## src/rtl/quad_pkg.sv

```systemverilog
// Shared types for the quadrature decoder: Gray-coded {A,B} phase and direction codes.
// Latency: n/a (package). Backpressure: n/a.
package quad_pkg;

    typedef enum logic [1:0] {
        PH_00 = 2'b00,
        PH_10 = 2'b10,
        PH_11 = 2'b11,
        PH_01 = 2'b01
    } phase_t;

    localparam logic DIR_UP   = 1'b1;
    localparam logic DIR_DOWN = 1'b0;

    // Next phase when the encoder turns in the counting-up direction.
    function automatic phase_t next_up(input phase_t ph);
        case (ph)
            PH_00:   return PH_10;
            PH_10:   return PH_11;
            PH_11:   return PH_01;
            default: return PH_00;
        endcase
    endfunction

endpackage

```

## src/rtl/quad_filter.sv

```systemverilog
// Two-flop synchronizer followed by a stability filter for one encoder phase.
// Latency: 2 + FILT clk edges from input change to dout. Backpressure: none.
module quad_filter #(
    parameter int FILT = 4
) (
    input  logic clk,
    input  logic rst_n,
    input  logic din,
    output logic dout
);

    localparam logic [7:0] CNT_LAST = 8'(FILT - 1);

    logic       sync1;
    logic       sync2;
    logic [7:0] cnt;

    always_ff @(posedge clk or negedge rst_n) begin
        if (!rst_n) begin
            sync1 <= 1'b0;
            sync2 <= 1'b0;
            dout  <= 1'b0;
            cnt   <= '0;
        end else begin
            sync1 <= din;
            sync2 <= sync1;
            // Any edge where the synchronized value agrees restarts the run.
            if (sync2 == dout) begin
                cnt <= '0;
            end else if (cnt == CNT_LAST) begin
                dout <= sync2;
                cnt  <= '0;
            end else begin
                cnt <= cnt + 8'd1;
            end
        end
    end

endmodule

```

## src/rtl/quad_decoder.sv

```systemverilog
// Quadrature encoder decoder: filtered A/B phases drive an up/down position counter.
// Latency: FILT+3 clk edges from input change to pos/step. Backpressure: none.
module quad_decoder
    import quad_pkg::*;
#(
    parameter int WIDTH = 16,
    parameter int FILT  = 4
) (
    input  logic             clk,
    input  logic             rst_n,
    input  logic             a_in,
    input  logic             b_in,
    input  logic             en,
    input  logic             clr,
    input  logic             err_clr,
    output logic [WIDTH-1:0] pos,
    output logic             step,
    output logic             dir,
    output logic             err
);

    logic       a_filt;
    logic       b_filt;
    phase_t     cur;
    phase_t     prev;
    logic [1:0] diff;
    logic       moved;
    logic       illegal;
    logic       up;

    quad_filter #(.FILT(FILT)) u_filt_a (
        .clk   (clk),
        .rst_n (rst_n),
        .din   (a_in),
        .dout  (a_filt)
    );

    quad_filter #(.FILT(FILT)) u_filt_b (
        .clk   (clk),
        .rst_n (rst_n),
        .din   (b_in),
        .dout  (b_filt)
    );

    assign cur = phase_t'({a_filt, b_filt});

    always_comb begin
        diff    = cur ^ prev;
        moved   = |diff;
        illegal = &diff;
        up      = (cur == next_up(prev));
    end

    // prev keeps tracking even while disabled so re-enabling never sees a stale phase.
    always_ff @(posedge clk or negedge rst_n) begin
        if (!rst_n) begin
            prev <= PH_00;
            pos  <= '0;
            step <= 1'b0;
            dir  <= DIR_DOWN;
            err  <= 1'b0;
        end else begin
            prev <= cur;
            step <= 1'b0;
            if (illegal) begin
                err <= 1'b1;
            end else if (err_clr) begin
                err <= 1'b0;
            end
            if (clr) begin
                pos <= '0;
            end else if (en && moved && !illegal) begin
                step <= 1'b1;
                dir  <= up ? DIR_UP : DIR_DOWN;
                pos  <= up ? pos + WIDTH'(1) : pos - WIDTH'(1);
            end
        end
    end

endmodule

```

## config.mk

```make
export PLATFORM = sky130hd
export DESIGN_NAME = quad_decoder
export DESIGN_NICKNAME = d
export VERILOG_FILES = /design/src/rtl/quad_pkg.sv /design/src/rtl/quad_filter.sv /design/src/rtl/quad_decoder.sv
export SDC_FILE = /design/constraint.sdc
export NUM_CORES = 1
export LEC_CHECK = 0
export BUFFER_PORTS_ARGS = -buffer_cell sky130_fd_sc_hd__buf_4
export CAP_MARGIN = 20
export CORE_UTILIZATION = 55
export DETAILED_ROUTE_END_ITERATION = 7
export PLACE_DENSITY = 0.72
export SLEW_MARGIN = 20
export SYNTH_ARGS = -nofsm -noshare
export SYNTH_HDL_FRONTEND = slang
export SYNTH_SLANG_ARGS = --single-unit
```

## constraint.sdc

```tcl
create_clock -name clk -period 3.99 [get_ports clk]
set_input_delay 0.798 -clock clk [delete_from_list [all_inputs] [get_ports clk]]
set_output_delay 0.798 -clock clk [all_outputs]
set_load 0.05 [all_outputs]
```

==> out/metrics.csv <==
metric;value;unit
outcome;finished, final reports clean;
#FFs+latches synth;43;
# rows;24;
I/O Buffers;25;
TritonRoute pass-1 iters;4;
routed length per instance;14.0;microns
setup bufs post-CTS;0;
antenna cells;0;
Fin Hold WS;0.356;ns
Max Clk Rate;0.323;GHz
RR Startpoint;u_filt_a.dout;
CTS resizes;0;
# setup viols final;0;
unique cell type count in the Yosys netlist;44;
CTS H-tree lvls;2;
Hold Vio Cnt, Final;0;
Finished Layout Cells;338;
Post-Syn Area;2490;sq um
required time of the critical path;4.17;ns
CTS tree;done;
Worst Path Arrival;3.28;ns
vias per inst;5.70;
Ports;26;
Yosys top cell by area;dfrtp_1;
WL final;4740;microns
Iter 0 DRT Violations;130;
Area Growth Syn to Fin;12.9;%
syn avg cell area;9.56;sq um
Synth top area share;0.433;
antenna-violating nets left;0;
starting density of the core;0.571;
die area;4790;sq um
routed vias;1925;
Mapped Cells;260;
share of cells above drive strength 1;0.140;
residual DRC count;0;
Die Span X;69.2;microns
Max Cap Viol;0;
min-delay src;u_filt_b.sync1;
Worst-Margin Slew;0.732;ns
worst-case clock buffer depth;2;
GRT overflow;0;
max_slew headroom;0.511;
post-synthesis sequential area ratio;0.433;
vias in the first global route;1951;
antenna violations before repair;0;
gr usage total;0.214;
Ys Warns;0;
Post-synth ARST share;1.00;
first-pass GRT wire length;8260;microns
NumNets Final;311;
CP endpoint kind;flip-flop;
core area;4350;sq um
Post-synth EDFFs;0;
Syn Nets;286;
Worst Setup SP;u_filt_a.dout;
Filler Cells Inserted;343;
period utilisation layout;0.776;
RSZ-0062 raised after global routing;no;
Worst-Skew Late Latency;0.30;ns
Placed Cells incl. Taps;330;
worst slack, placed;0.873;ns
minimum clock period;3.10;ns
gpl congestion;0.821;
Area contributors post-synth;dfrtp_1 (43%), ha_1 (9.1%), xor2_1 (6.0%), a21oi_1 (5.0%), nand2_1 (4.7%);
CTS clock-pin slew for the worst setup and hold paths;0.08;ns
Max Slew Vio Count;0;
total CTS buffers;5;
critical path class;reg2reg;
CTS Sinks;43;
Crit Path Max Fanout;20;
setup total negative slack;0;ns
Hold/Removal Path Class;reg2reg;
die height;69.2;microns
Synth Flop Type;dfrtp_1;
hpwl dp;3220;microns
Root Buffer;clkbuf_8;
final worst setup slack;0.892;ns
Setup Skew;0.0125;ns
CTS Hold Bufs;0;
largest net degree at the start of global routing;44;
Worst setup SP type;flip-flop;
synthesized netlist by cell type, types with 2 or more instances:
cell       n
a211oi_1   4
a21o_1     3
a21oi_1   25
a41oi_1    2
and2_1     2
and3_1     7
clkbuf_1   4
dfrtp_1   43
ha_1      18
inv_1      5
mux2_2     3
nand2_1   31
nand3_1   16
nand3b_1   2
nand4_1    2
nor2_1    23
nor3_1     4
nor3b_1    3
nor4b_1    2
o21ai_0    8
o21bai_1   2
xnor2_1   13
xor2_1    17
stage by stage:
step / util / cell area [sq um]
CTS: 0.645 / 2810
finish: 0.645 / 2810
global placement: 0.622 / 2710
global route: 0.645 / 2810
floorplan: - / 2490
detailed placement: 0.622 / 2710
state kept, by name (all words and copies together), names as in the netlist, 2 cells and up:
name,flops
pos,16
u_filt_a.cnt,8
u_filt_b.cnt,8
prev,2
per-layer routing:
layer / track usage / routed length, microns
met5: 0 / 0
met4: 0.0907 / 79
met2: 0.369 / 2370
met3: 0.0480 / 103
met1: 0.256 / 2180
cell type report:
cell class	instances	area, sq um	area share
clock buffer	8	100	0.0357
multi-input combinational	205	1360	0.484
inverter	5	18.8	0.00669
sequential	43	1080	0.383
timing repair buffer	25	188	0.0669
tap	52	65.1	0.0232
worst max-delay path, cell delays in order, from the launching register on:
cell      delay [ns]
dfrtp_1         0.44
xor2_1          0.18
nand2_1         0.46
ha_1            0.58
o211ai_1        0.15
o211ai_2        0.29
nand3_1         0.14
a31o_2          0.26
a21oi_1         0.14
mux2_2          0.35
worst paths after layout:
check                                  to  slack [ns]  depth (start not counted)
min in group asynchronous          pos[5]        0.46                          1
max reg2reg                       pos[15]        0.89                          9
max in group asynchronous          pos[0]        3.14                          1
min                        u_filt_b.sync2        0.36                          0
min reg2reg                u_filt_b.sync2        0.36                          0
max                               pos[15]        0.89                          9
cells by family after synthesis:
| logic type | count (synthesis) | synth area share |
|---|---|---|
| compound gates | 55 | 0.139 |
| xor+xnor | 30 | 0.106 |
| fa+ha+maj | 19 | 0.0986 |
| buf+inv | 12 | 0.0206 |
| flops | 43 | 0.433 |
| mux | 4 | 0.0176 |
| simple gates | 97 | 0.186 |
cell usage in the layout, fill, tap and decap left out, types with 2 or more instances in the layout:
cell      count
a211oi_1      4
a21o_1        3
a21oi_1      25
a41oi_1       2
and2_1        2
and3_1        7
buf_4        25
clkbuf_8      7
dfrtp_1      43
ha_1         18
inv_1         5
mux2_2        3
nand2_1      31
nand3_1      16
nand3b_1      2
nand4_1       2
nor2_1       23
nor3_1        4
nor3b_1       3
nor4b_1       2
o21ai_0       8
o21bai_1      2
xnor2_1      13
xor2_1       17
Power is not shown: default switching activity piles up to over one toggle a cycle in this logic, so the estimate is an artifact.
